## src/rtl/arc4_crack_pkg.sv

```systemverilog
// Shared types and helpers for the ARC4 key search controller.
// Holds the FSM encoding and the plaintext character-class test.
package arc4_crack_pkg;

    typedef enum logic [1:0] {
        S_IDLE,
        S_LAUNCH,
        S_RUN,
        S_CHECK
    } crack_state_t;

    localparam logic [7:0] SPACE_CHAR = 8'd32;
    localparam logic [7:0] LEN_ADDR   = 8'd0;

    function automatic logic is_bad_byte(
        input logic [7:0] b,
        input logic [7:0] lo,
        input logic [7:0] hi,
        input logic       allow_space
    );
        logic in_range;
        logic is_space;
        in_range = (b >= lo) && (b <= hi);
        is_space = allow_space && (b == SPACE_CHAR);
        return !(in_range || is_space);
    endfunction

endpackage

```

## src/rtl/arc4_pt_checker.sv

```systemverilog
// Snoops core plaintext writes and flags the first out-of-class byte.
// The flag is sticky per candidate; abort pulses only on the first hit.
module arc4_pt_checker
    import arc4_crack_pkg::*;
#(
    parameter logic [7:0] CHAR_LO     = 8'd97,
    parameter logic [7:0] CHAR_HI     = 8'd122,
    parameter int         ALLOW_SPACE = 1,
    parameter int         EARLY_ABORT = 1
) (
    input  logic       clk,
    input  logic       rst,
    input  logic       start,
    input  logic       en,
    input  logic       pt_wren,
    input  logic [7:0] pt_addr,
    input  logic [7:0] pt_wrdata,
    output logic       invalid,
    output logic       abort
);

    logic hit;

    assign hit = en && pt_wren && (pt_addr != LEN_ADDR)
              && is_bad_byte(pt_wrdata, CHAR_LO, CHAR_HI,
                             ALLOW_SPACE != 0);

    always_ff @(posedge clk) begin
        if (rst) begin
            invalid <= 1'b0;
            abort   <= 1'b0;
        end else begin
            abort <= 1'b0;
            if (start) begin
                invalid <= 1'b0;
            end else if (hit) begin
                invalid <= 1'b1;
                abort   <= (EARLY_ABORT != 0) && !invalid;
            end
        end
    end

endmodule

```

## src/rtl/arc4_crack_ctrl.sv

```systemverilog
// Brute-force key search controller driving one ARC4 decrypt core.
// Walks base, base+stride, ... until a clean plaintext, stop or key-space end.
module arc4_crack_ctrl
    import arc4_crack_pkg::*;
#(
    parameter int         KEY_W       = 24,
    parameter logic [7:0] CHAR_LO     = 8'd97,
    parameter logic [7:0] CHAR_HI     = 8'd122,
    parameter int         ALLOW_SPACE = 1,
    parameter int         EARLY_ABORT = 1,
    parameter int         CNT_W       = 24
) (
    input  logic             clk,
    input  logic             rst,
    input  logic             valid,
    output logic             ready,
    input  logic [KEY_W-1:0] key_base,
    input  logic [KEY_W-1:0] key_stride,
    input  logic             stop,
    output logic [KEY_W-1:0] key,
    output logic             key_valid,
    output logic [CNT_W-1:0] tried,
    output logic             arc_valid,
    input  logic             arc_ready,
    output logic             arc_abort,
    input  logic             pt_wren,
    input  logic [7:0]       pt_addr,
    input  logic [7:0]       pt_wrdata
);

    crack_state_t     state_q, state_d;
    logic [KEY_W-1:0] key_q, key_d;
    logic [KEY_W-1:0] stride_q, stride_d;
    logic             kv_q, kv_d;
    logic [CNT_W-1:0] tried_q, tried_d;
    logic             av_q, av_d;
    logic             start;
    logic             invalid;
    logic [KEY_W:0]   next_key;

    // Carry out of this sum means the next candidate would wrap.
    assign next_key = {1'b0, key_q} + {1'b0, stride_q};

    arc4_pt_checker #(
        .CHAR_LO     (CHAR_LO),
        .CHAR_HI     (CHAR_HI),
        .ALLOW_SPACE (ALLOW_SPACE),
        .EARLY_ABORT (EARLY_ABORT)
    ) u_chk (
        .clk       (clk),
        .rst       (rst),
        .start     (start),
        .en        (state_q == S_RUN),
        .pt_wren   (pt_wren),
        .pt_addr   (pt_addr),
        .pt_wrdata (pt_wrdata),
        .invalid   (invalid),
        .abort     (arc_abort)
    );

    always_comb begin
        state_d  = state_q;
        key_d    = key_q;
        stride_d = stride_q;
        kv_d     = kv_q;
        tried_d  = tried_q;
        av_d     = 1'b0;
        start    = 1'b0;
        unique case (state_q)
            S_IDLE: begin
                if (valid) begin
                    key_d    = key_base;
                    stride_d = (key_stride == '0) ? KEY_W'(1)
                                                  : key_stride;
                    kv_d     = 1'b0;
                    tried_d  = '0;
                    state_d  = S_LAUNCH;
                end
            end
            S_LAUNCH: begin
                if (arc_ready) begin
                    av_d    = 1'b1;
                    start   = 1'b1;
                    state_d = S_RUN;
                end
            end
            S_RUN: begin
                // av_q marks the first RUN cycle; core ready is stale then.
                if (!av_q && arc_ready) begin
                    state_d = S_CHECK;
                end
            end
            S_CHECK: begin
                if (!(&tried_q)) begin
                    tried_d = tried_q + CNT_W'(1);
                end
                if (!invalid) begin
                    kv_d    = 1'b1;
                    state_d = S_IDLE;
                end else if (stop || next_key[KEY_W]) begin
                    state_d = S_IDLE;
                end else begin
                    key_d   = next_key[KEY_W-1:0];
                    state_d = S_LAUNCH;
                end
            end
            default: state_d = S_IDLE;
        endcase
    end

    always_ff @(posedge clk) begin
        if (rst) begin
            state_q  <= S_IDLE;
            key_q    <= '0;
            stride_q <= '0;
            kv_q     <= 1'b0;
            tried_q  <= '0;
            av_q     <= 1'b0;
        end else begin
            state_q  <= state_d;
            key_q    <= key_d;
            stride_q <= stride_d;
            kv_q     <= kv_d;
            tried_q  <= tried_d;
            av_q     <= av_d;
        end
    end

    assign ready     = (state_q == S_IDLE);
    assign key       = key_q;
    assign key_valid = kv_q;
    assign tried     = tried_q;
    assign arc_valid = av_q;

endmodule

```

## config.mk

```make
export PLATFORM = sky130hd
export DESIGN_NAME = arc4_crack_ctrl
export DESIGN_NICKNAME = d
export VERILOG_FILES = /design/src/rtl/arc4_crack_pkg.sv /design/src/rtl/arc4_pt_checker.sv /design/src/rtl/arc4_crack_ctrl.sv
export SDC_FILE = /design/constraint.sdc
export NUM_CORES = 1
export LEC_CHECK = 0
export CELL_PAD_IN_SITES_DETAIL_PLACEMENT = 2
export CELL_PAD_IN_SITES_GLOBAL_PLACEMENT = 2
export CORE_MARGIN = 2
export CORE_UTILIZATION = 31
export CTS_BUF_LIST = sky130_fd_sc_hd__clkbuf_4
export DETAILED_ROUTE_END_ITERATION = 10
export PLACE_DENSITY_LB_ADDON = 0.12
export SYNTH_ARGS = -nofsm -noshare
export SYNTH_HDL_FRONTEND = slang
export SYNTH_HIERARCHICAL = 1
export SYNTH_SLANG_ARGS = --single-unit
export TNS_END_PERCENT = 100
```

## constraint.sdc

```tcl
create_clock -name clk -period 6.06 [get_ports clk]
set_input_delay 1.818 -clock clk [delete_from_list [all_inputs] [get_ports clk]]
set_output_delay 1.818 -clock clk [all_outputs]
set_load 0.01 [all_outputs]
```

# [Yosys cells after proc, flatten, opt, wreduce, memory -nomap -nowiden]
# Cells that the tools add are included.
[totals] in_bits=70 output_inout_bits=52 reg_bits=78 word_cells=65
[classes] addsub=2 muxes=19 eq_ne=11 bitwise_logic=1 magnitude_cmp=2 reduce_logical=22
[op_table] operator="$mux W24" count=6
[op_table] operator="$pmux W24 S2" count=2
[op_table] operator="$add A24 B24 Y25" count=1
[op_table] operator="$add A24 B1 Y24 const B" count=1
[op_table] operator="$logic_not A24 Y1" count=1
[op_table] operator="$reduce_and A24 Y1" count=1
[op_table] operator="$ne A2 B2 Y1 const B" count=6
[op_table] operator="$reduce_and A3 Y1" count=3
[op_table] operator="$eq A8 B6 Y1 const B" count=1
[op_table] operator="$ge A8 B7 Y1 const B" count=1
[op_table] operator="$le A8 B7 Y1 const B" count=1
[op_table] operator="$pmux W2 S4" count=1
[op_table] operator="$reduce_bool A8 Y1" count=1
[op_table] operator="$mux W1" count=6
[op_table] operator="$mux W2" count=3
[op_table] operator="$logic_and A1 B1 Y1" count=5
[op_table] operator="$eq A2 B2 Y1 const B" count=2
[op_table] operator="$reduce_and A4 Y1" count=1
[op_table] operator="$logic_not A1 Y1" count=3
[op_table] operator="$reduce_or A3 Y1" count=1
[op_table] operator="$eq A2 B1 Y1 const B" count=1
[op_table] operator="$logic_not A2 Y1" count=1
[op_table] operator="$logic_or A1 B1 Y1" count=2
[op_table] operator="$ne A2 B1 Y1 const B" count=1
[op_table] operator="5 further kinds" count=5

# [Logic depth before layout (Yosys ltp)]
[logic_depth] depth_word=7 mapped_depth=10 ltp_nobuf=10

# [By module]
# Netlist, hierarchy kept.
[by_module_without_submodules] mod="arc4_crack_ctrl" seq_area_each_um2=1521.5 n_inst=1 cells_each=564 area_per_inst_um2=4556.9
[by_module_without_submodules] mod="arc4_pt_checker" seq_area_each_um2=40.0 n_inst=1 cells_each=18 area_per_inst_um2=155.1

# [Worst setup path after synthesis]
# OpenSTA, ideal clock, no wires.
[synth_timing] path_kind="input to register" start="input port stop" end="register key_q[2], in the netlist key[2]" path_slack_ps=2704 stages=8 required_time_ps=5932 setup_time_ps=128 n_path_buf=1 t_arrival_ps=3228 cell_sequence="nor2_1 -> nand2_1 -> a2111oi_2 -> o211ai_1 -> a31oi_4 -> buf_4 -> mux2i_1 -> nor2_1"
[synth_between] elab_chain_cells=3
[synth_rtl] item="start: declaration" line="arc4_crack_ctrl.sv:19" rtl="input logic stop,"
[synth_rtl] item="$logic_or A1 B1 Y1" line="arc4_crack_ctrl.sv:100" rtl="end else if (stop || next_key[KEY_W]) begin"
[synth_rtl] item="$ne A2 B2 Y1 (no source line)"
[synth_rtl] item="$reduce_and A4 Y1 (no source line)"
[synth_rtl] item="end signal: assignment" line="arc4_crack_ctrl.sv:121" rtl="key_q <= key_d;"
[synth_rtl] item="end: declaration" line="arc4_crack_ctrl.sv:32" rtl="logic [KEY_W-1:0] key_q, key_d;"
# No other way between the ends.
# A chain may end at the register's enable or synchronous reset.

# [Worst setup path after layout]
[layout_timing] start="input port stop" end="register key_q[22], in the netlist key[22]"
# Same word-level chain as after synthesis.

==> results.json <==
{
  "cts.htree.levels": 3,
  "timing.final.ws_setup_ps": 1840,
  "synth.net_count": 682,
  "post_synthesis_cells": 582,
  "antenna_found_initial": 1,
  "grt_use_total": 0.213,
  "post_cts_buffers": 0,
  "maxSlewHeadroom": 0.429,
  "crit_required_ps": 6430,
  "dpl.cell_count": 872,
  "wl_per_cell_um": 18.4,
  "timing.final.max_slew_violations": 0,
  "floorplan.io_pins": 122,
  "clk-insertion-delay-late_ps": 490,
  "first_global_vias": 5212,
  "min-delay-path-class": "reg2reg",
  "netlist-cell-type-count": 60,
  "synth-seq-cells": 78,
  "fp.dieArea_um2": 16200,
  "summed_negative_setup_slack_over_all_endpoints_ps": 0,
  "antenna_left": 0,
  "asyncSetResetFlopFracSynth": 0,
  "layout.cells.non_filler": 889,
  "power_density_nw_per_um2": 328,
  "grt_overflow_total": 0,
  "layout.cells.most_common_list": "sky130_fd_sc_hd__clkdlybuf4s50_1 (120), sky130_fd_sc_hd__nand2_1 (80), sky130_fd_sc_hd__dfxtp_1 (78)",
  "post_synth_instance_area_um2": 4710,
  "viasPerCell": 5.33,
  "syn-mean-instance-area_um2": 8.10,
  "r2r-start": "key[0]",
  "die_x_um": 127,
  "cts.root.buffer_cell": "sky130_fd_sc_hd__clkbuf_4",
  "power.static_leakage_uw": 0.00224,
  "final_layout_size_suffix_gt1_frac": 0.0600,
  "worst_hold_slack_ps": 475,
  "top_cells_by_area_synth": "sky130_fd_sc_hd__dfxtp_1 (33%), sky130_fd_sc_hd__ha_1 (7.7%), sky130_fd_sc_hd__nand2_1 (6.4%), sky130_fd_sc_hd__a21oi_1 (6.3%), sky130_fd_sc_hd__nor2_1 (5.9%)",
  "crit_end": "key[22]",
  "part_of_the_yosys_area_used_for_sequential_elements": 0.331,
  "final_net_count": 795,
  "count_of_buffers_inserted_at_the_top_level_ports": 121,
  "die_h_um": 127,
  "setup-violations-final": 0,
  "pin_count_of_the_biggest_net_entering_global_routing": 61,
  "area.growth.synth_to_final_pct": 31.7,
  "status": "finished, final reports clean",
  "worst_slew_pin_slew_ps": 849,
  "synthDominantAreaCellType": "sky130_fd_sc_hd__dfxtp_1",
  "crit_path_from": "stop",
  "route.final.wire_length_um": 16400,
  "worstPathArrival_ps": 4600,
  "initial_util": 0.313,
  "grt_setup_unrepaired": "no",
  "worst_ir_drop_on_vdd_mv": 0.133,
  "timing_worst_setup_path_type": "in2reg",
  "max-cap-violations": 0,
  "synthDominantCellAreaShare": 0.331,
  "worst_r2r_endpoint": "key[22]",
  "post_place_worst_slack_ps": 1390,
  "timing.final.hold_violations": 0,
  "cts.sinks": 78,
  "tritoncts.num_buffers": 9,
  "clk_path_buf_depth": 2,
  "fin_crit_ps": 4220,
  "synth-edff-count": 0,
  "worst_clock_skew_ps": 22.3,
  "tritoncts": "built",
  "max_clock_freq_mhz": 237,
  "r2r_cells": 10,
  "yosys_most_used_dff": "sky130_fd_sc_hd__dfxtp_1",
  "place_congestion": 0.790,
  "remaining_drc_errors": 0,
  "grt_pass1_wl_um": 27400,
  "dr.first_iter.drc_count": 117,
  "row_count": 45,
  "setup.reg_to_reg.worst_slack_ps": 2330,
  "fin_crit_sh": 0.697,
  "cts.repair.resized": 0,
  "crit_path_start_kind": "input port",
  "yosys_warnings": 6,
  "cts.hold.buffers_added": 0,
  "core_area_um2": 15000,
  "endpoint_kind": "flop",
  "worst-path-max-fanout": 29,
  "mostFrequentLayoutCell": "sky130_fd_sc_hd__clkdlybuf4s50_1",
  "route.vias.total": 4741,
  "drt_pre_antenna_iters": 4,
  "total_power_uw": 2040,
  "post-dp-hpwl_um": 12300,
  "cts.reportedPaths.clkPinSlew_ps": 130
}
==> Yosys cell counts, drive strengths merged (13+ instances only) <==
cell type  number
o21ai          19
dfxtp          78
nand2          81
ha             29
inv            16
xor2           16
a211oi         23
clkbuf         13
nor4           14
nor2           76
a21oi          60
mux2i          16
xnor2          21
==> how the worst min path moves through the flow <==
stage                        from      endpoint  cells past startpoint
CTS                   stride_q[9]   stride_q[9]                      2
global route          stride_q[4]   stride_q[4]                      2
detailed placement    stride_q[9]   stride_q[9]                      2
global placement     stride_q[20]  stride_q[20]                      2
floorplan           u_chk/invalid   u_chk/abort                      1
finish                stride_q[9]   stride_q[9]                      2
==> logic make-up after synthesis <==
logic type | after synthesis | share of synthesized area
adders and majority gates | 30 | 0.0813
muxes | 16 | 0.0340
and+or+nand+nor | 234 | 0.242
xor gates and xnor gates | 37 | 0.0688
buffers and inverters | 41 | 0.0372
AOI/OAI and AO/OA | 146 | 0.206
DFF | 78 | 0.331
==> through the flow <==
step	utilization	area (um^2)
after detailed placement	0.405	6080
after floorplan	-	4710
after global placement	0.405	6080
final	0.413	6210
after CTS	0.413	6200
after global routing	0.413	6210
==> state kept, by name (all words and copies together), names as in the netlist <==
signal / count
arc_valid: 1
key: 24
key_valid: 1
state_q: 2
stride_q: 24
tried: 24
u_chk/abort: 1
u_chk/invalid: 1
==> cell type report <==
type                       instances  area, um^2
antenna                            1        2.50
clock buffer                      10        75.1
sequential                        78        1560
clock inverter                     6        46.3
fill                            1712        8830
inverter                          16        60.1
multi-input combinational        463        2980
timing repair buffer             127        1250
tap                              188         235
==> per-layer routing <==
metal | GRT usage | wire (um)
met1 | 0.275 | 7660
met2 | 0.365 | 7940
met3 | 0.0314 | 540
met4 | 0.0666 | 222
met5 | 0 | 0
==> critical path, stage by stage <==
cell and delay (ps):
sky130_fd_sc_hd__clkdlybuf4s50_1 400, sky130_fd_sc_hd__nor2_1 90, sky130_fd_sc_hd__nand2_1 100, sky130_fd_sc_hd__a2111oi_2 420, sky130_fd_sc_hd__o211ai_1 240, sky130_fd_sc_hd__a31oi_4 740
sky130_fd_sc_hd__buf_4 360, sky130_fd_sc_hd__nor2_1 90, sky130_fd_sc_hd__a311oi_1 310
==> where the power goes <==
| group | switching, uW | internal, uW | leakage, uW |
|---|---|---|---|
| combinational | 596 | 440 | 0.00154 |
| sequential | 88.2 | 610 | 0.000638 |
| clock | 214 | 90.6 | 0.0000630 |
(Power assumes the default switching activity.)
